--- config.mk ---
export PLATFORM = sky130hd
export DESIGN_NAME = imem_loader
export DESIGN_NICKNAME = d
export VERILOG_FILES = /design/src/rtl/imem_loader.sv
export SDC_FILE = /design/constraint.sdc
export NUM_CORES = 1
export LEC_CHECK = 0
export CAP_MARGIN = 20
export CORE_ASPECT_RATIO = 2
export CORE_MARGIN = 3
export CORE_UTILIZATION = 53
export DETAILED_ROUTE_END_ITERATION = 16
export PLACE_DENSITY_LB_ADDON = 0.3
export SLEW_MARGIN = 10
export SYNTH_ARGS = -nofsm -noshare
export SYNTH_HDL_FRONTEND = slang
export SYNTH_SLANG_ARGS = --single-unit
--- constraint.sdc ---
create_clock -name clk -period 2.62 [get_ports clk]
set_clock_uncertainty 0.1 [all_clocks]
set_input_delay 0.524 -clock clk [delete_from_list [all_inputs] [get_ports clk]]
set_output_delay 0.524 -clock clk [all_outputs]
set_load 0.03 [all_outputs]
--- src/rtl/imem_loader.sv ---
// Boot-time loader: turns a length-prefixed byte stream into 32-bit
// instruction-memory word writes while holding the core stalled.
module imem_loader #(
    parameter int          MEM_BYTES = 512,
    parameter logic [31:0] BASE_ADDR = 32'h0
) (
    input  logic        clk,
    input  logic        reset,
    input  logic        start,
    input  logic [7:0]  rx_data,
    input  logic        rx_valid,
    output logic        rx_ready,
    output logic        wr_en,
    output logic [31:0] wr_addr,
    output logic [31:0] wr_data,
    output logic        cpu_stall,
    output logic        done,
    output logic        err,
    output logic [15:0] words_loaded
);

    typedef enum logic [2:0] {
        IDLE,
        LEN0,
        LEN1,
        DATA,
        WRITE,
        FIN
    } state_t;

    localparam logic [31:0] WORDS = 32'(MEM_BYTES / 4);

    state_t      state_q;
    state_t      state_d;
    logic [15:0] len_q;
    logic [15:0] word_idx_q;
    logic [15:0] word_nxt;
    logic [1:0]  byte_idx_q;
    logic [23:0] asm_q;
    logic [31:0] wr_addr_q;
    logic [31:0] wr_data_q;
    logic        done_q;
    logic        err_q;
    logic [15:0] words_q;
    logic        in_cap;
    logic        xfer;

    assign word_nxt = word_idx_q + 16'd1;
    assign in_cap   = {16'd0, word_idx_q} < WORDS;
    assign xfer     = rx_valid && rx_ready;

    assign wr_addr      = wr_addr_q;
    assign wr_data      = wr_data_q;
    assign done         = done_q;
    assign err          = err_q;
    assign words_loaded = words_q;

    always_ff @(posedge clk) begin
        if (reset) begin
            state_q <= IDLE;
        end else begin
            state_q <= state_d;
        end
    end

    always_comb begin
        state_d   = state_q;
        rx_ready  = 1'b0;
        cpu_stall = 1'b0;
        wr_en     = 1'b0;
        unique case (state_q)
            IDLE: begin
                if (start) begin
                    state_d = LEN0;
                end
            end
            LEN0: begin
                rx_ready  = 1'b1;
                cpu_stall = 1'b1;
                if (rx_valid) begin
                    state_d = LEN1;
                end
            end
            LEN1: begin
                rx_ready  = 1'b1;
                cpu_stall = 1'b1;
                if (rx_valid) begin
                    if ({rx_data, len_q[7:0]} == 16'd0) begin
                        state_d = FIN;
                    end else begin
                        state_d = DATA;
                    end
                end
            end
            DATA: begin
                rx_ready  = 1'b1;
                cpu_stall = 1'b1;
                if (rx_valid && byte_idx_q == 2'd3) begin
                    state_d = WRITE;
                end
            end
            WRITE: begin
                cpu_stall = 1'b1;
                wr_en     = in_cap;
                if (word_nxt == len_q) begin
                    state_d = FIN;
                end else begin
                    state_d = DATA;
                end
            end
            FIN: begin
                state_d = IDLE;
            end
            default: begin
                state_d = IDLE;
            end
        endcase
    end

    // Out-of-capacity words are still framed and assembled, only the strobe is withheld.
    always_ff @(posedge clk) begin
        if (reset) begin
            len_q      <= '0;
            word_idx_q <= '0;
            byte_idx_q <= '0;
            asm_q      <= '0;
            wr_addr_q  <= '0;
            wr_data_q  <= '0;
            done_q     <= 1'b0;
            err_q      <= 1'b0;
            words_q    <= '0;
        end else begin
            unique case (state_q)
                IDLE: begin
                    if (start) begin
                        done_q     <= 1'b0;
                        err_q      <= 1'b0;
                        words_q    <= '0;
                        word_idx_q <= '0;
                        byte_idx_q <= '0;
                    end
                end
                LEN0: begin
                    if (xfer) begin
                        len_q[7:0] <= rx_data;
                    end
                end
                LEN1: begin
                    if (xfer) begin
                        len_q[15:8] <= rx_data;
                    end
                end
                DATA: begin
                    if (xfer) begin
                        byte_idx_q <= byte_idx_q + 2'd1;
                        unique case (byte_idx_q)
                            2'd0: asm_q[7:0]   <= rx_data;
                            2'd1: asm_q[15:8]  <= rx_data;
                            2'd2: asm_q[23:16] <= rx_data;
                            2'd3: begin
                                wr_data_q <= {rx_data, asm_q};
                                wr_addr_q <= BASE_ADDR +
                                             {14'd0, word_idx_q, 2'b00};
                            end
                            default: ;
                        endcase
                    end
                end
                WRITE: begin
                    word_idx_q <= word_nxt;
                    if (in_cap) begin
                        words_q <= words_q + 16'd1;
                    end else begin
                        err_q <= 1'b1;
                    end
                end
                FIN: begin
                    done_q <= 1'b1;
                end
                default: ;
            endcase
        end
    end

endmodule

==> results of run 1 <==
==> kinds of logic after synthesis <==
| logic type | count (synthesis) | share of synthesized area, % |
|---|---|---|
| and+or+nand+nor | 337 | 27.5 |
| AOI/OAI and AO/OA | 145 | 14.4 |
| DFF | 127 | 44.9 |
| buffers and inverters | 69 | 5.99 |
| xor gates and xnor gates | 36 | 5.57 |
| adders and majority gates | 6 | 1.33 |
| other | 1 | 0.0662 |
| muxes | 1 | 0.177 |
==> state kept, by name (all words and copies together) (netlist names), 2 cells and up <==
register / count
word_idx_q: 16
wr_data: 32
wr_addr: 16
words_loaded: 16
asm_q: 24
len_q: 16
byte_idx_q: 2
state_q: 3
==> synthesized netlist by cell type, drive strengths merged, types with 11 or more instances <==
| cell type | n | area share (%) |
|---|---|---|
| dfxtp | 127 | 45 |
| nor4 | 11 | 1.4 |
| nor2 | 46 | 3.0 |
| xnor2 | 19 | 2.9 |
| buf | 29 | 3.3 |
| nor3 | 12 | 1.1 |
| nand2 | 180 | 12 |
| a21oi | 113 | 10 |
| o21ai | 13 | 1.1 |
| nand3 | 41 | 3.9 |
| xor2 | 17 | 2.6 |
| clkbuf | 34 | 2.3 |
| nand4 | 13 | 1.9 |
==> final timing paths <==
check,from,end,slack [ns]
setup / recovery,state_q[0]$_SDFFE_PP0P_,rx_ready,0.09
setup reg to reg,word_idx_q[1]$_SDFFE_PP0P_,state_q[1]$_SDFFE_PP0P_,0.21
hold reg to reg,asm_q[13]$_SDFFE_PP0P_,wr_data[13]$_SDFFE_PP0P_,0.35
hold / removal,asm_q[13]$_SDFFE_PP0P_,wr_data[13]$_SDFFE_PP0P_,0.35
==> repair_timing <==
action                                  in CTS  in global routing
endpoints found under the setup margin       2                  2
gates resized for setup                      1                  2
hold buffers                                 0                  0
setup buffers                                0                  0
gates cloned                                 0                  0
==> cells in the final DEF (no fill, tap or decap), types with 13 or more instances in the layout <==
cell and count:
nor2_1 46, dfxtp_1 125, nand3_1 39, buf_4 31, xor2_1 17, clkbuf_16 17
a21oi_1 113, clkdlybuf4s50_1 77, conb_1 16, nand2_1 180, o21ai_0 13, xnor2_1 19
==> metal layers <==
metal	share of wire, %	up-vias	global-route usage (%)
li1	-	2574	-
met1	36	2527	27.0
met2	55	177	48.7
met3	4.3	52	5.56
met4	5.1	0	15.8
met5	0	-	0
==> through the flow <==
step / hold slack (ns) / cells / worst slack (ns)
after floorplan: 0.332 / 737 / 0.423
after global placement: 0.340 / 919 / 0.122
after detailed placement: 0.344 / 919 / 0.0713
after CTS: 0.351 / 951 / 0.000216
after global routing: 0.363 / 951 / 0.000698
final: 0.348 / 951 / 0.0883
==> final cells by class <==
class                      count  area share (%)
inverter                       6           0.312
multi-input combinational    541            39.4
timing repair buffer         110            14.4
clock buffer                  17            5.89
sequential                   127            35.3
clock inverter                15            2.46
tap                          135            2.34
==> power groups by stage <==
stage                     sequential [µW]  clock (µW)  combinational [µW]
after CTS                            1960        2410                 260
after global routing                 1970        2490                 284
after detailed placement             2010           0                 257
final                                1970        2390                 262
after floorplan                      2000           0                 187
after global placement               2010           0                 252
==> worst max-delay path: stages (launching register included) <==
cell and delay [ns]:
dfxtp_1 0.51, nor2_1 0.17, nor2_1 0.12, clkdlybuf4s50_1 0.69
==> results.md, run 1 <==
- In the final timing run, aggregate negative setup slack is 0 ns.
- The initial utilization of the core area, before any placement, comes to 55.1%.
- For this run the aggregate overflow at the end of global routing stands at 0.
- The switching power summed over all nets is 1160 µW.
- The path type of the worst setup path is reg2out.
- The wire length reported by the detailed router is 15.4 mm.
- At the later pin of the worst-skew pair, clock insertion delay measures 0.42 ns.
- The routability congestion estimate from global placement is 0.982.
- The number of H-tree branching levels is 4.
- Cells fill 70.2% of the core in the end.
- The final HPWL from detailed placement is 11.0 mm.
- Counting distinct cell types in the post-synthesis netlist gives 55.
- Summing over every cut layer, the via total after detailed routing is 5,330.
- For this block, the initial DRC count from the detailed router was 266.
- The first TritonRoute pass finished after 5 iterations.
- Counting along the longest clock path gives a buffer depth of 2.
- The arrival time at the worst endpoint is 1.91 ns.
- In this run the worst path has a maximum fanout of 10.
- The largest voltage drop on the vdd net is 527 µV.
- The via count of the first global-routing pass was 5,246.
- The area used by multi-input combinational logic is 2840 µm².
- Summing all flip-flop and latch instances after layout gives 2540 µm².
- The count of flip-flops with a built-in enable after synthesis is 0.
- The boundary pin count is 97.
- The placement row count is 52.
- For the worst setup path, the data required time is 2.00 ns.
- Dividing the synthesized area by the synthesized cell count gives 7.85 µm².
- The measured slew at the worst slew-check pin is 0.503 ns.
- After detailed placement, the total cell area comes to 6610 µm².
- The proportion of power drawn by the clock network is 51.7%.
- Summing the sequential cell areas from Yosys gives 44.9% of the chip area.
- Cell internal power was estimated by the tool at 3460 µW.
- The overall die height is 152 µm.
- The type of destination of the critical path is a primary output.
- Port buffering added 80 buffers.
- The root buffer cell chosen for the clock tree is clkbuf_16.
- Setup violations remaining at the end of the flow were counted as 0.
- The remaining antenna violation count after routing is 0.
- Compared with the post-synthesis result, the final layout area differs by 27.5%.
- The synthesized design contains 127 register bits.
- For this run, the leading register cell type out of synthesis is dfxtp_1.
- The shortest period the worst path allows is 2.53 ns.
- The first global-routing pass estimated 25.6 mm of wire.
- Per report_power, the combinational group accounts for 5.7% of the total.
- Summed over all cells, the static leakage comes to 0.00251 µW.
- For this design, the sink count on the clock tree is 127.
- Derived from the worst setup path, the maximum achievable clock frequency is 395 MHz.
- The kind of launch point of the worst setup path is a flip-flop.
- The power after layout is 4610 µW.
- Dividing the detail-routed wire length by the instance count gives 16.2 µm.
- The number of max-capacitance violations reported is 0.
- The global router's overall resource usage is 26.8%.
- The areal power density over the cells is 639 nW/µm².
- The worst pin sits at a relative slew slack of 66.5%.
- The number of antenna violations at the first check in global routing is 0.
- The average vias per placed instance is 5.60.
- After layout, the worst path uses 96.6% of the clock period.
- The number of fillers in the final layout is 860.
- The max-slew violation total from the final report is 0.
- The x dimension of the die is 79.1 µm.
- Counting cells, the worst reg-to-reg path comes to 7.
- The number of clock buffers added by TritonCTS is 17.
- The synthesized instance count is 722.
- The share of flip-flops with an asynchronous set or reset after synthesis is 0%.
- The area of the core is 10,300 µm².
- The worst hold path depth is 2.
- Of the total power, the share spent switching nets is 25.1%.
- For this run, the post-layout net count is 821.
- Setup repair after global routing left no endpoint under its margin.
- The flow ran to the end, and the final reports show no timing, DRC or antenna violations.
- The floorplan die area is 12,000 µm².
- After clock tree synthesis, the clock-pin slew on the worst setup and hold paths is 0.06 ns.
- The count of synthesis-stage warnings from yosys is 0.
- The cell area after synthesis is 5660 µm².
- The path category of the worst min-delay check is reg2reg.
- The CTS tree is done.
- The largest net degree at the start of global routing is 50.
- The fraction of final layout cells sized beyond drive strength 1 is 9.93%.
- The number of hold violations in the final report is 0.
- The area of all placed cells without fillers is 7220 µm².
- The number of antenna diodes in the final layout is 0.
- In the routed design, unresolved DRC markers number 0.
- In this run, flip-flops and latches consume 42.6% of the power.
(Power assumes the default switching activity.)
==> inputs of run 2 (changes only) <==
--- a/config.mk
+++ b/config.mk
@@ -8,8 +8,9 @@
 export CAP_MARGIN = 20
 export CORE_ASPECT_RATIO = 2
 export CORE_MARGIN = 3
-export CORE_UTILIZATION = 53
+export CORE_UTILIZATION = 60
 export DETAILED_ROUTE_END_ITERATION = 16
+export DONT_BUFFER_PORTS = 1
 export PLACE_DENSITY_LB_ADDON = 0.3
 export SLEW_MARGIN = 10
 export SYNTH_ARGS = -nofsm -noshare
==> results.md, run 2 (synthesis results as in run 1) <==
- The fraction of final layout cells sized beyond drive strength 1 is 8.19% (-1.7 points).
- The largest individual stage delay along the critical path comes from the cell nor4_1.
- The worst setup path is captured at a primary output.
- The number of H-tree branching levels is 4 (unchanged).
- The first-pass GRT wire length is 23.3 mm (-8.6%).
- The post-route core utilization is 68.5% (-1.8 points).
- The remaining design rule violation count is 0 (unchanged).
- The flip-flop count of the largest register, all copies and words added came to 32 (unchanged).
- The clock transition at the register clock pins on the worst setup and hold paths after CTS is 0.06 ns (about the same).
- The global router's overall resource usage was 28.4% (+1.6 points).
- The path category of the worst min-delay check is in2reg.
- The placement row count was 49 (-5.8%).
- The max-slew violation total from the final report is 0 (unchanged).
- The x dimension of the die was 74.7 µm (-5.6%).
- The antenna diode instance count is 0 (unchanged).
- The CTS buffer count is 17 (unchanged).
- The overall die height is 143 µm (-5.8%).
- The largest incremental delay on the critical path is 0.44 ns (-0.25 ns).
- The buffer depth of the longest clock path is 2 (unchanged).
- The CTS tree is done.
- The number of DRC markers after the initial detailed-route iteration was 270 (+1.5%).
- The number of max-capacitance violations reported is 0 (unchanged).
- The shortest period the worst path allows is 2.49 ns (-0.0370 ns).
- The kind of launch point of the worst setup path is a flip-flop.
- The worst setup slack after layout is 0.125 ns (+0.0370 ns).
- The arrival time at the worst endpoint is 1.87 ns (-0.04 ns).
- The area of all placed cells without fillers was 6210 µm² (-14%).
- The hold buffer count at cts was 0 (unchanged).
- The insertion delay of the later-clocked pin in the worst-skew pair came to 0.41 ns (about the same).
- The library cell used most frequently in the layout, excluding fill and tap cells, is nand2_1.
- Walking the worst path, the cells encountered are nor4_1, nand4_2, inv_2.
- The final HPWL from detailed placement is 9.78 mm (-11%).
- The largest net degree at the start of global routing came to 115 (+130%).
- The total leakage power is 0.00211 µW (-16%).
- The remaining global-route overflow is 0 (unchanged).
- The areal power density over the cells is 705 nW/µm² (+10%).
- The post-cts gate resize count is 0 (-1).
- Setup repair after global routing left no endpoint under its margin.
- The maximum clock frequency was 401 MHz (+1.5%).
- The floorplan die area was 10,700 µm² (-11%).
- The total cell area at the placement stage is 5650 µm² (-15%).
- The remaining antenna violation count after routing is 0 (unchanged).
- Grouping stages by cell kind, the critical path spends the most delay in simple AND/OR/NAND/NOR gates.
- The total negative setup slack is 0 ns (unchanged).
- The number of fillers in the final layout is 751 (-13%).
- The minimum hold slack is 0.0771 ns (-0.271 ns).
- The via count of the first global-routing pass came to 4,870 (-7.2%).
- The average vias per placed instance was 5.94 (+6.0%).
- The number of hold violations in the final report is 0 (unchanged).
- The critical path depth in cells was 3 (unchanged).
- The period utilization is 95.2% (-1.4 points).
- The worst reg2reg path depth is 7 (unchanged).
- The number of antenna violations at the first check in global routing came to 0 (unchanged).
- The area of the core is 9070 µm² (-12%).
- Leaving out fill and tap cells, the most frequent cells in the layout are nand2_1 (180), dfxtp_1 (127), a21oi_1 (113).
- The area of all sequential standard cells is 2540 µm² (about the same).
- The area used by multi-input combinational logic is 2840 µm² (unchanged).
- The iteration count of the initial detailed-routing pass is 5 (unchanged).
- The worst max-slew margin expressed relative to the limit was 49.3% (-17 points).
- The buffer cell driving the clock tree root is clkbuf_16.
- The wire length reported by the detailed router was 14.1 mm (-8.2%).
- The number of buffers inserted by post-CTS setup repair came to 0 (unchanged).
- The required arrival time at the worst endpoint is 2.00 ns (about the same).
- The placement-stage worst setup slack came to 0.226 ns (+0.154 ns).
- The worst-path maximum fanout came to 7 (-3).
- The wire length per cell after detailed routing came to 17.2 µm (+6.2%).
- The flow ran to the end, and the final reports show no timing, DRC or antenna violations.
- The number of buffers and inverters on the critical path is 1 (unchanged).
- Relative to the synthesized area, the layout overhead comes to 9.70%.
- The worst setup path is of the reg2out kind.
- The routability congestion estimate from global placement was 0.935 (-4.8%).
- The setup-violating endpoint count in the final report was 0 (unchanged).
- The boundary pin count came to 97 (unchanged).
- The clock sink count came to 127 (unchanged).
- The measured slew at the worst slew-check pin came to 0.757 ns (+0.255 ns).
- The final-stage net count is 726 (-12%).
- The via count of the routed design came to 4,884 (-8.4%).
- The port buffer count was 0 (-100%).
- The worst hold path depth is 1 (-1).
- The largest voltage drop on the vdd net is 528 µV (+0.20%).
- The effective utilization at floorplan was 62.4% (+7.3 points).
==> run 2: area by class of cell <==
type	count	share of cell area, %
clock buffers	20	7.19
clock inverters	11	1.89
multi-input cells	541	45.8
repair buffers	15	1.81
well taps	102	2.05
inverters	6	0.362
flip-flops and latches	127	40.9
==> run 2: report_power, final <==
part	switching, µW	internal, µW	leakage, µW
sequential	19.4	1950	0.00102
clock	831	1410	0.000264
combinational	124	49.2	0.000828
total	975	3400	0.00211
==> run 2: metrics by stage <==
stage | std cells | total power [µW]
detailed placement | 791 | 2180
CTS | 822 | 4400
global route | 822 | 4510
floorplan | 737 | 2180
global placement | 791 | 2170
finish | 822 | 4380
==> run 2: worst reg2reg max path: stages (launching register included) <==
cell	delay, ns
dfxtp_1	0.39
nor4_1	0.44
nand4_2	0.35
inv_2	0.28
o2111a_2	0.32
nand4_1	0.12
xor2_1	0.20
nor2_1	0.06
==> run 2: worst paths after layout <==
| path | start | end | slack (ns) |
|---|---|---|---|
| setup / recovery | word_idx_q[10]$_SDFFE_PP0P_ | wr_en | 0.13 |
| hold reg to reg | asm_q[15]$_SDFFE_PP0P_ | wr_data[15]$_SDFFE_PP0P_ | 0.35 |
| hold / removal | reset | err$_SDFFE_PP0P_ | 0.08 |
| setup reg to reg | word_idx_q[10]$_SDFFE_PP0P_ | words_loaded[7]$_SDFFE_PP0P_ | 0.23 |
==> run 2: metal layers <==
metal,up-vias,routed length [µm],part of all wire [%],global-route usage (%)
met3,59,782,5.5,7.07
met5,-,0,0,0
met1,2273,4990,35,29.1
li1,2383,-,-,-
met4,0,761,5.4,18.9
met2,169,7620,54,49.1
==> RTL edit (settings of run 1) <==
Re-encode `state_t` (6 states) as one-hot, 6 bits wide.
--- a/src/rtl/imem_loader.sv
+++ b/src/rtl/imem_loader.sv
@@ -19,13 +19,13 @@
     output logic [15:0] words_loaded
 );
 
-    typedef enum logic [2:0] {
-        IDLE,
-        LEN0,
-        LEN1,
-        DATA,
-        WRITE,
-        FIN
+    typedef enum logic [5:0] {
+        IDLE  = 6'b000001,
+        LEN0  = 6'b000010,
+        LEN1  = 6'b000100,
+        DATA  = 6'b001000,
+        WRITE = 6'b010000,
+        FIN   = 6'b100000
     } state_t;
 
     localparam logic [31:0] WORDS = 32'(MEM_BYTES / 4);
Function: same outputs for any inputs over 4 cycles, from zero or initial values and one cycle with reset high; so few cycles prove little.
==> RTL edit against run 1 <==
Critical path depth up 3; cell area up 1.9%; sequential cell count up 3; synthesized area up 1.7%; wire length up 0.97%; critical endpoint is now wr_en; setup slack worse by 0.027 ns; critical path type unchanged; power down 1.8%; synthesized cell count down 4.6%; fmax down 1.0%.
==> RTL edit: results (changes against run 1) <==
[finish]
multi_input_area_share=0.3975  ; +0.003547
sh_seq_area=0.3543  ; +0.001750
area_growth_pct=27.62
clkCellAreaFrac=0.07946  ; -0.004073
layout.nonclk_buf_frac=0.1424  ; -0.001081
fillCellCount=828  ; -3.7%

[timing]
fmax_ghz=0.3909  ; -1.0%

[grt]
grtUsageMet2=0.4659  ; -0.02123
grt_util_met1=0.2600  ; -0.01040
grt_max_degree=59  ; +18%
grt_pass1_wl_um=24780  ; -3.0%
first_global_vias=5114  ; -2.5%

[synthesis]
ys_ff_latch=130  ; +2.4%
synth.area.top_cells=dfxtp_1 45%, nand2_1 8.1%, mux2i_1 6.9%, a21oi_1 6.6%, nor2_1 5.5%
synth_compound_area_frac=0.1060  ; -0.03849
synth_xor_area_frac=0.05624  ; +0.0005772

[drt]
wl_met3_um=773  ; +18%
drt_iter0_markers=274  ; +3.0%
vias_per_cell=5.692  ; +1.6%
m1WireLength_um=5498  ; +0.35%
route.met2.wl_um=8400  ; -1.1%

[placement]
dpl_worst_slack_ns=0.1130  ; +0.04166 ns
place_inst=892  ; -2.9%

[power]
seq_power_share=0.439  ; +0.013
p_int_mw=3.454  ; about the same
ir_drop_mv=0.4960  ; -5.9%
p_leak_nw=2.951  ; +17%

[outcome]
outcome=completed

[critical_path]
path_delay_family=simple AND/OR/NAND/NOR gates

[RTL edit: changes by cell type after synthesis, moves of 4 or more]
cell and delta:
nand2_1 -55, mux2i_1 +39, nor2_1 +39, a21oi_1 -37, nand3_1 -15, or2_2 +6, clkbuf_1 -5, nand2b_1 -5
nand4_1 -5, nand3b_1 +4
[RTL edit: path summary, 6_finish.rpt]
check,startpoint,to,cells past startpoint
max,word_idx_q[8]$_SDFFE_PP0P_,wr_en,6
min reg2reg,wr_addr[2]$_SDFFE_PP0P_,wr_addr[2]$_SDFFE_PP0P_,2
min,wr_addr[2]$_SDFFE_PP0P_,wr_addr[2]$_SDFFE_PP0P_,2
max reg2reg,word_idx_q[1]$_SDFFE_PP0P_,state_q[5]$_SDFFE_PP0P_,8
[RTL edit: what timing repair did]
| action | 4_1_cts | 5_1_grt |
|---|---|---|
| endpoints found under the hold margin | 0 | 0 |
| buffers inserted | 1 | 0 |
| endpoints found under the setup margin | 2 | 1 |
| resized for setup | 3 | 4 |
| pin swaps | 1 | 2 |
